`config.mk`:
```
export PLATFORM = sky130hd
export DESIGN_NAME = samp_timebase_gen
export DESIGN_NICKNAME = d
export VERILOG_FILES = /design/src/rtl/samp_pkg.sv /design/src/rtl/samp_div_core.sv /design/src/rtl/samp_timebase_gen.sv
export SDC_FILE = /design/constraint.sdc
export NUM_CORES = 1
export LEC_CHECK = 0
export ABC_AREA = 1
export BUFFER_PORTS_ARGS = -buffer_cell sky130_fd_sc_hd__clkbuf_2
export CAP_MARGIN = 20
export CORE_AREA = 2 2 118 120
export CTS_CLUSTER_SIZE = 28
export DETAILED_ROUTE_END_ITERATION = 12
export DIE_AREA = 0 0 120 122
export GPL_ROUTABILITY_DRIVEN = 0
export PLACE_DENSITY_LB_ADDON = 0.12
export SLEW_MARGIN = 0
export SYNTH_ARGS = -nofsm -noshare
export SYNTH_HDL_FRONTEND = slang
export SYNTH_SLANG_ARGS = --single-unit
```
`constraint.sdc`:
```
create_clock -name i_sys_clk -period 7.7 [get_ports i_sys_clk]
set_clock_uncertainty 0.2 [all_clocks]
set_input_delay 1.54 -clock i_sys_clk [delete_from_list [all_inputs] [get_ports i_sys_clk]]
set_output_delay 1.54 -clock i_sys_clk [all_outputs]
set_load 0.03 [all_outputs]
```
`src/rtl/samp_pkg.sv`:
```
// Shared types and defaults for the sample-clock timebase.
package samp_pkg;

    localparam int ST_W          = 2;
    localparam int SAMP_DEF_HALF = 50;

    typedef enum logic [ST_W-1:0] {
        ST_IDLE  = 2'd0,
        ST_RUN   = 2'd1,
        ST_BURST = 2'd2,
        ST_FLUSH = 2'd3
    } state_t;

endpackage

```
`src/rtl/samp_div_core.sv`:
```
// Half-period divider: counter, active/pending ratio registers and samp_clk toggle.
// The active ratio only changes at a counter wrap (or while stopped), so phases never run short.
module samp_div_core #(
    parameter int CNT_W    = 32,
    parameter int DEF_HALF = 50
) (
    input  logic             i_clk,
    input  logic             i_rst,
    input  logic             i_run,
    input  logic             i_restart,
    input  logic             i_rise_en,
    input  logic             i_load,
    input  logic [CNT_W-1:0] i_div_half,
    output logic             o_samp_clk,
    output logic             o_rise,
    output logic             o_rise_nxt,
    output logic             o_fall_nxt
);

    localparam logic [CNT_W-1:0] ONE_C = 1;
    localparam logic [CNT_W-1:0] DEF_C = CNT_W'(DEF_HALF);

    logic [CNT_W-1:0] r_cnt;
    logic [CNT_W-1:0] r_half;
    logic [CNT_W-1:0] r_pend;
    logic             r_clk;
    logic             r_rise;

    logic [CNT_W-1:0] w_new_half;
    logic             w_tick;

    assign w_new_half = (i_div_half == '0) ? ONE_C : i_div_half;
    assign w_tick     = i_run && (r_cnt == r_half - ONE_C);
    assign o_rise_nxt = w_tick && !r_clk && i_rise_en;
    assign o_fall_nxt = w_tick && r_clk;
    assign o_samp_clk = r_clk;
    assign o_rise     = r_rise;

    always_ff @(posedge i_clk or posedge i_rst) begin
        if (i_rst) begin
            r_cnt  <= '0;
            r_half <= DEF_C;
            r_pend <= DEF_C;
            r_clk  <= 1'b0;
            r_rise <= 1'b0;
        end else begin
            r_rise <= o_rise_nxt;
            if (i_load)
                r_pend <= w_new_half;
            // A load coinciding with the wrap governs the next half-period directly.
            if (!i_run || w_tick)
                r_half <= i_load ? w_new_half : r_pend;
            if (i_restart) begin
                r_cnt <= '0;
                r_clk <= 1'b0;
            end else if (i_run) begin
                if (w_tick) begin
                    r_cnt <= '0;
                    if (r_clk)
                        r_clk <= 1'b0;
                    else if (i_rise_en)
                        r_clk <= 1'b1;
                end else begin
                    r_cnt <= r_cnt + ONE_C;
                end
            end
        end
    end

endmodule

```
`src/rtl/samp_timebase_gen.sv`:
```
// Sample-clock timebase: run/burst/flush control around samp_div_core,
// burst down-counter, sample index and completion strobe.
import samp_pkg::*;

module samp_timebase_gen #(
    parameter int CNT_W    = 32,
    parameter int LEN_W    = 16,
    parameter int DEF_HALF = SAMP_DEF_HALF
) (
    input  logic             i_sys_clk,
    input  logic             i_rst,
    input  logic [CNT_W-1:0] i_div_half,
    input  logic             i_div_load,
    input  logic             i_burst_mode,
    input  logic [LEN_W-1:0] i_burst_len,
    input  logic             i_start,
    input  logic             i_stop,
    output logic             o_samp_clk,
    output logic             o_samp_en,
    output logic [LEN_W-1:0] o_samp_idx,
    output logic             o_busy,
    output logic             o_done
);

    localparam logic [LEN_W-1:0] ONE_L = 1;

    state_t           r_state;
    logic [LEN_W-1:0] r_left;
    logic [LEN_W-1:0] r_idx;
    logic             r_busy;
    logic             r_done;

    logic w_run;
    logic w_start;
    logic w_rise_en;
    logic w_samp_clk;
    logic w_rise;
    logic w_rise_nxt;
    logic w_fall_nxt;

    assign w_run     = (r_state != ST_IDLE);
    assign w_start   = (r_state == ST_IDLE) && i_start;
    // No new high phase may begin once we are draining toward IDLE.
    assign w_rise_en = (r_state != ST_FLUSH);

    samp_div_core #(
        .CNT_W    (CNT_W),
        .DEF_HALF (DEF_HALF)
    ) u_div (
        .i_clk      (i_sys_clk),
        .i_rst      (i_rst),
        .i_run      (w_run),
        .i_restart  (w_start),
        .i_rise_en  (w_rise_en),
        .i_load     (i_div_load),
        .i_div_half (i_div_half),
        .o_samp_clk (w_samp_clk),
        .o_rise     (w_rise),
        .o_rise_nxt (w_rise_nxt),
        .o_fall_nxt (w_fall_nxt)
    );

    always_ff @(posedge i_sys_clk or posedge i_rst) begin
        if (i_rst) begin
            r_state <= ST_IDLE;
            r_left  <= '0;
            r_idx   <= '0;
            r_busy  <= 1'b0;
            r_done  <= 1'b0;
        end else begin
            r_done <= 1'b0;
            if (w_rise_nxt)
                r_idx <= r_idx + ONE_L;
            case (r_state)
                ST_IDLE: begin
                    if (i_start) begin
                        r_idx  <= '0;
                        r_left <= i_burst_len;
                        if (!i_burst_mode) begin
                            r_state <= ST_RUN;
                            r_busy  <= 1'b1;
                        end else if (i_burst_len != '0) begin
                            r_state <= ST_BURST;
                            r_busy  <= 1'b1;
                        end else begin
                            r_done <= 1'b1;
                        end
                    end
                end
                ST_RUN: begin
                    if (i_stop)
                        r_state <= ST_FLUSH;
                end
                ST_BURST: begin
                    if (w_rise_nxt)
                        r_left <= r_left - ONE_L;
                    if (i_stop || (w_rise_nxt && r_left == ONE_L))
                        r_state <= ST_FLUSH;
                end
                ST_FLUSH: begin
                    if (!w_samp_clk || w_fall_nxt) begin
                        r_state <= ST_IDLE;
                        r_busy  <= 1'b0;
                        r_done  <= 1'b1;
                    end
                end
                default: r_state <= ST_IDLE;
            endcase
        end
    end

    assign o_samp_clk = w_samp_clk;
    assign o_samp_en  = w_rise;
    assign o_samp_idx = r_idx;
    assign o_busy     = r_busy;
    assign o_done     = r_done;

endmodule

```
==> reports/results.txt, run 1 <==
number of synthesized register bits = 134
Setup TNS = 0 ps
gr ovfl total = 0
vias in the first global route = 7314
FF-to-FF setup slack = 3920 ps
post-synthesis cell type count = 41
hold_buf cts = 0
CTS tree = done
nets = 1335
I/O Buffers = 73
crit share post-route = 0.491
RSZ-0062 raised after global routing = no
pre-CTS WS = 3760 ps
vias per inst = 5.47
required time of the critical path = 7810 ps
Setup CP Type = reg -> reg
Core ar. = 13500 um2
global-route wire length before repair = 34900 um
Syn Area/Cell = 7.05 um2
FP Rows = 43
Worst EP arrival = 3890 ps
largest net degree at the start of global routing = 82
TritonCTS buffer count = 17
Total Wirelength = 20900 um
run status = finished, final reports clean
diodes inserted = 0
root buffer cell = clkbuf_16
Die X = 120 um
Starting DRT DRC Count = 742
drt drc = 0
placed cell area = 8970 um2
CTS Buffer Depth = 2
Via Count = 8007
worst reg2reg startpoint = u_div.r_half[0]
Clock Latency Late Sink = 420 ps
post-route ant nets = 0
Hold Path Class = reg -> reg
Worst setup SP type = flop
Initial Utilization = 0.629
Tmin final = 3780 ps
Slew Viols, Final = 0
number of hold violations in the final report = 0
Max VDD drop = 0.200 mV
synthesized area = 8500 um2
Die Height = 122 um
Pwr Total = 3.10 mW
Finished Cell Area = 9510 um2
antenna violations before repair = 0
# IOs = 74
setup violators final = 0
Peak Freq = 0.265 GHz
layout cell share with drive strength beyond 1 = 0.130
Post-CTS Setup Inserts = 0
Critical Path Sink = u_div.r_cnt[28]
H-tree depth = 4
total clock sinks = 134
pwr/cell area = 327 nW/um2
syn nets = 1269
Max-slew headroom = 0.379
Syn Inst Count = 1206
CP Launch Point = u_div.r_half[0]
crit end category = flop
placed wire-length estimate = 15400 um
Die Area = 14600 um2
RR Endpoint = u_div.r_cnt[28]
Seq/Total Area, Yosys = 0.395
hold_ws = 265 ps
CP max FO = 66
Leakage = 4.62 nW
Tightest Pin Transition = 925 ps
YS warnings = 0
# Max-Cap Violations = 0
# resized after CTS = 0
Initial DRT Pass Iterations = 6
PnR worst setup slack = 3920 ps
Reg2Reg Depth = 19
area grow syn2layout = 11.9%
Clock transition at path regs = 60 ps
Total GRT Usage = 0.300
wire per inst = 14.3 um
-- area by class of cell --
cell class	count	area (um2)
Multi-Input combinational cell	908	4490
Tap cell	180	225
Inverter	134	508
Clock inverter	11	93.8
Clock buffer	21	440
Fill cell	1172	4000
Timing Repair Buffer	77	395
Sequential cell	134	3360
-- cells by family after synthesis --
kind of cell / count (synthesis) / share of synthesized area
flip-flops: 134 / 0.395
XOR/XNOR: 58 / 0.0598
AND/OR/NAND/NOR: 696 / 0.353
AO/OA/AOI/OAI: 144 / 0.100
multiplexers: 1 / 0.00118
buffers and inverters: 164 / 0.0768
adder cells (fa/ha/maj): 9 / 0.0132
-- routing by layer --
metal | routed length (um) | GRT usage | up-vias | share of wire
li1 | - | - | 4001 | -
met1 | 9830 | 0.439 | 3718 | 0.47
met2 | 9320 | 0.453 | 258 | 0.45
met3 | 1360 | 0.0538 | 30 | 0.065
met4 | 365 | 0.0993 | 0 | 0.017
met5 | 0 | 0 | - | 0
-- metrics by stage --
| stage | utilization | cells |
|---|---|---|
| floorplan | - | 1206 |
| global placement | 0.665 | 1433 |
| detailed placement | 0.665 | 1433 |
| CTS | 0.704 | 1465 |
| global route | 0.704 | 1465 |
| finish | 0.704 | 1465 |
-- worst max-delay path, cell delays in order (launching register included) --
cell	delay [ps]
dfrtp_1	390
inv_1	110
ha_1	210
nand2_2	140
nor2_2	280
nand2_1	120
nor2_1	200
o21ai_1	90
nor2_1	90
nand2_1	60
nor2_1	110
nand3_1	100
nor2_2	170
nor2_2	40
buf_4	210
inv_2	250
buf_4	570
nor2_1	120
nand2_1	90
nand2_1	50
-- worst min-delay path by stage --
stage | start | end | cells after the start
floorplan | u_div.r_pend[12] | u_div.r_pend[12] | 2
global placement | u_div.r_pend[12] | u_div.r_pend[12] | 2
detailed placement | u_div.r_pend[14] | u_div.r_pend[14] | 2
CTS | u_div.r_pend[22] | u_div.r_pend[22] | 2
global route | u_div.r_pend[26] | u_div.r_pend[26] | 2
finish | u_div.r_pend[16] | u_div.r_pend[16] | 2
-- placed cells by master (no fill, tap or decap), types with 20 or more instances in the layout --
cell type    n
a31oi_1     23
o21ai_0     54
xor2_1      42
nand2_1    375
inv_1      128
dfrtp_1    128
nor2_1     154
nand3_1     66
nand4_1     20
clkbuf_2    73
-- flip-flops by register name, indices dropped and copies added, names as in the netlist --
| register | count |
|---|---|
| u_div.o_samp_clk | 1 |
| u_div.r_cnt | 32 |
| o_done | 1 |
| r_left | 16 |
| o_busy | 1 |
| u_div.r_pend | 32 |
| r_state | 2 |
| o_samp_idx | 16 |
| u_div.r_half | 32 |
| u_div.o_rise | 1 |
-- report_power, final --
group          internal [mW]  switching (mW)
Clock                  0.419           0.326
Combinational          0.423           0.853
Sequential             0.876           0.208
-- synthesized netlist by cell type --
master / count / area [um2]
buf_2: 9 / 45.0
xnor2_1: 16 / 140
o21ai_2: 11 / 96.3
a31oi_1: 23 / 144
nand3b_1: 9 / 67.6
nand2_1: 375 / 1410
xor2_1: 42 / 368
or2_0: 1 / 6.26
nand4_1: 20 / 125
inv_2: 3 / 11.3
nor4_1: 14 / 87.6
o41ai_1: 1 / 8.76
dfrtp_1: 128 / 3200
nand2_4: 3 / 33.8
buf_1: 1 / 3.75
o22ai_1: 15 / 93.8
o21ai_0: 54 / 270
o211ai_1: 2 / 15.0
dfstp_2: 6 / 158
buf_6: 3 / 33.8
clkbuf_1: 16 / 60.1
o21ai_1: 12 / 60.1
or2_2: 5 / 31.3
clkinv_1: 2 / 7.51
a21oi_1: 13 / 65.1
nand3_1: 66 / 330
buf_4: 1 / 7.51
nor2_8: 1 / 20.0
nor2_4: 6 / 67.6
nand2_2: 12 / 75.1
nor3b_1: 1 / 7.51
nor3_1: 14 / 70.1
o21a_1: 7 / 52.6
nor2_2: 14 / 87.6
mux2i_1: 1 / 10.0
a22oi_1: 4 / 30.0
inv_1: 129 / 484
nor2_1: 154 / 578
nor4b_1: 1 / 8.76
o21bai_1: 2 / 15.0
ha_1: 9 / 113
Note: power is estimated with default switching activity, not from simulation.
==> run 2: changes to the inputs <==
--- a/config.mk
+++ b/config.mk
@@ -8,10 +8,10 @@
 export ABC_AREA = 1
 export BUFFER_PORTS_ARGS = -buffer_cell sky130_fd_sc_hd__clkbuf_2
 export CAP_MARGIN = 20
-export CORE_AREA = 2 2 118 120
+export CORE_AREA = 2 2 128 130
 export CTS_CLUSTER_SIZE = 28
 export DETAILED_ROUTE_END_ITERATION = 12
-export DIE_AREA = 0 0 120 122
+export DIE_AREA = 0 0 130 132
 export GPL_ROUTABILITY_DRIVEN = 0
 export PLACE_DENSITY_LB_ADDON = 0.12
 export SLEW_MARGIN = 0
==> constraint.sdc (replaced) <==
create_clock -name i_sys_clk -period 3.05 [get_ports i_sys_clk]
set_clock_uncertainty 0.2 [all_clocks]
set_input_delay 0.61 -clock i_sys_clk [delete_from_list [all_inputs] [get_ports i_sys_clk]]
set_output_delay 0.61 -clock i_sys_clk [all_outputs]
set_load 0.03 [all_outputs]
==> run 2 against run 1 <==
Effect of this change:
- clock-buffer cell count shrank 3
- critical path depth shrank 11
- sequential share of layout area shrank 1.5 points
- power grew to 2.7 times the previous value
- combinational power grew to 2.8 times the previous value
- sequential cell count is the same
- sequential power grew to 2.5 times the previous value
- critical endpoint is now r_left[14]
- largest cell class unchanged
==> reports/results.txt, run 2 (same netlist as run 1, synthesis figures left out) <==
run status = finished, final reports clean (unchanged)
Worst EP arrival = 2960 ps (was 3890 ps)
vias per inst = 5.25 (was 5.47)
hold_ws = 92.6 ps (was 265 ps)
nets = 1355 (was 1335)
Tightest Pin Transition = 1200 ps (was 925 ps)
CP max FO = 14 (was 66)
area grow syn2layout = 17.0% (was 11.9%)
setup violators final = 0 (unchanged)
Total GRT Usage = 0.254 (was 0.300)
Hold Path Class = in -> async (was reg -> reg)
CTS Buffer Depth = 2 (unchanged)
most frequent cells in the layout = nand2_1 (369), nor2_1 (147), inv_1 (128), dfrtp_1 (125), clkbuf_2 (73) (was nand2_1 (375), nor2_1 (154), inv_1 (128), dfrtp_1 (128), clkbuf_2 (73))
largest net degree at the start of global routing = 53 (was 82)
commonest non-fill, non-tap cell in the layout = nand2_1 (unchanged)
H-tree depth = 4 (unchanged)
antenna violations before repair = 0 (unchanged)
Pwr Total = 8.35 mW (was 3.10 mW)
required time of the critical path = 3150 ps (was 7810 ps)
WP buf/inv = 3 (was 4)
I/O Buffers = 73 (unchanged)
diodes inserted = 0 (unchanged)
crit path max-delay cell type = a21oi_1 (was buf_4)
placed cell area = 9160 um2 (was 8970 um2)
total clock sinks = 134 (unchanged)
Cells after DPL = 1481 (was 1433)
Peak Freq = 0.351 GHz (was 0.265 GHz)
Die X = 130 um (was 120 um)
root buffer cell = clkbuf_16 (unchanged)
cell family with the largest share of critical-path delay = compound AO/OA/AOI/OAI gates (was simple AND/OR/NAND/NOR gates)
Die Height = 132 um (was 122 um)
layout cell share with drive strength beyond 1 = 0.159 (was 0.130)
# IOs = 74 (unchanged)
Max-slew headroom = 0.202 (was 0.379)
Setup CP Type = reg -> reg (unchanged)
placed wire-length estimate = 15400 um (about the same)
largest registers = u_div.r_cnt x32, u_div.r_half x32, u_div.r_pend x32 (unchanged)
Initial Utilization = 0.541 (was 0.629)
post-route insts no fill = 1521 (was 1465)
# Max-Cap Violations = 0 (unchanged)
post-route ant nets = 0 (unchanged)
CP Launch Point = r_state[0] (was u_div.r_half[0])
vias in the first global route = 7157 (was 7314)
global-route wire length before repair = 35100 um (was 34900 um)
gr ovfl total = 0 (unchanged)
drt drc = 0 (unchanged)
TritonCTS buffer count = 17 (unchanged)
Total Wirelength = 21000 um (was 20900 um)
Slew Viols, Final = 0 (unchanged)
pwr/cell area = 840 nW/um2 (was 327 nW/um2)
Via Count = 7982 (was 8007)
crit share post-route = 0.935 (was 0.491)
Worst setup SP type = flop (unchanged)
CP max stage delay = 920 ps (was 570 ps)
Layout Utilization = 0.633 (was 0.704)
FP Rows = 46 (was 43)
Clock Latency Late Sink = 430 ps (was 420 ps)
Initial DRT Pass Iterations = 5 (was 6)
Leakage = 4.77 nW (was 4.62 nW)
CP dominant cell by count = inv_1
Die Area = 17200 um2 (was 14600 um2)
hold_buf cts = 0 (unchanged)
CTS tree = done (unchanged)
number of hold violations in the final report = 0 (unchanged)
worst reg2reg startpoint = r_state[0] (was u_div.r_half[0])
Finished Cell Area = 9940 um2 (was 9510 um2)
Max VDD drop = 0.504 mV (was 0.200 mV)
Tmin final = 2850 ps (was 3780 ps)
Clock transition at path regs = 60 ps (about the same)
wire per inst = 13.8 um (was 14.3 um)
Core ar. = 15700 um2 (was 13500 um2)
Starting DRT DRC Count = 618 (was 742)
crit end category = flop (unchanged)
worst-path cell chain = inv_1 > ha_1 > inv_1 > buf_4 > a21oi_1 > nand2_8 > nand2_1 > o21ai_2 (was inv_1 > ha_1 > nand2_2 > nor2_2 > nand2_1 > nor2_1 > o21ai_1 > nor2_1 > nand2_1 > nor2_1 > nand3_1 > nor2_2 > nor2_2 > buf_4 > inv_2 > buf_4 > nor2_1 > nand2_1 > nand2_1)
==> run 2: changes by cell type in the layout (fill, tap and decap cells not counted), sizes merged <==
| cell | delta |
|---|---|
| bufinv | +1 |
| clkbuf | -1 |
| inv | +2 |
| nand2 | +1 |
| clkinvlp | +2 |
| clkinv | -2 |
| buf | +17 |
==> run 2: repair_timing <==
action,in CTS,in global routing
endpoints found under the setup margin,0,96
setup buffers,0,5
gates resized for setup,0,30
==> run 2: cell type report <==
class,instances,area [um2]
clock inverters,14,140
repair buffers,96,627
well taps,216,270
flip-flops and latches,134,3360
fillers,1401,5770
inverters,134,509
multi-input cells,909,4600
clock buffers,18,429
==> run 2: metal layers <==
layer / share of wire / vias up / wire, um / track usage
met1: 0.51 / 3709 / 10800 / 0.395
met3: 0.043 / 30 / 912 / 0.0390
met5: 0 / - / 0 / 0
met4: 0.018 / 0 / 389 / 0.0872
met2: 0.43 / 197 / 8970 / 0.359
li1: - / 4046 / - / -
==> run 2: final timing paths <==
| kind | end | cells after the start | slack, ps |
|---|---|---|---|
| hold reg to reg | u_div.r_pend[13] | 2 | 270 |
| setup reg to reg | r_left[14] | 8 | 200 |
| setup / recovery | r_left[14] | 8 | 200 |
| max in group asynchronous | u_div.r_pend[1] | 3 | 1850 |
| hold / removal | u_div.r_cnt[23] | 2 | 90 |
| min in group i_sys_clk | u_div.r_pend[4] | 3 | 200 |
==> run 2: worst register-to-register path, cell delays in order (launching register included) <==
cell     delay (ps)
dfrtp_1         420
inv_1            90
ha_1            370
inv_1           100
buf_4           210
a21oi_1         920
nand2_8         220
nand2_1         140
o21ai_2          60
==> run 2: where the power goes <==
group          switching [mW]  leakage (nW)  internal, mW
combinational            2.31          2.81          1.33
clock                   0.841         0.275          1.14
sequential              0.517          1.69          2.21
total                    3.67          4.77          4.68
==> run 2: metrics by stage <==
step	TNS [ps]	setup WS, ps
after global routing	-52.2	-27.9
after detailed placement	0	40.0
after CTS	0	29.4
after global placement	0	72.9
after floorplan	0	458
final	0	199
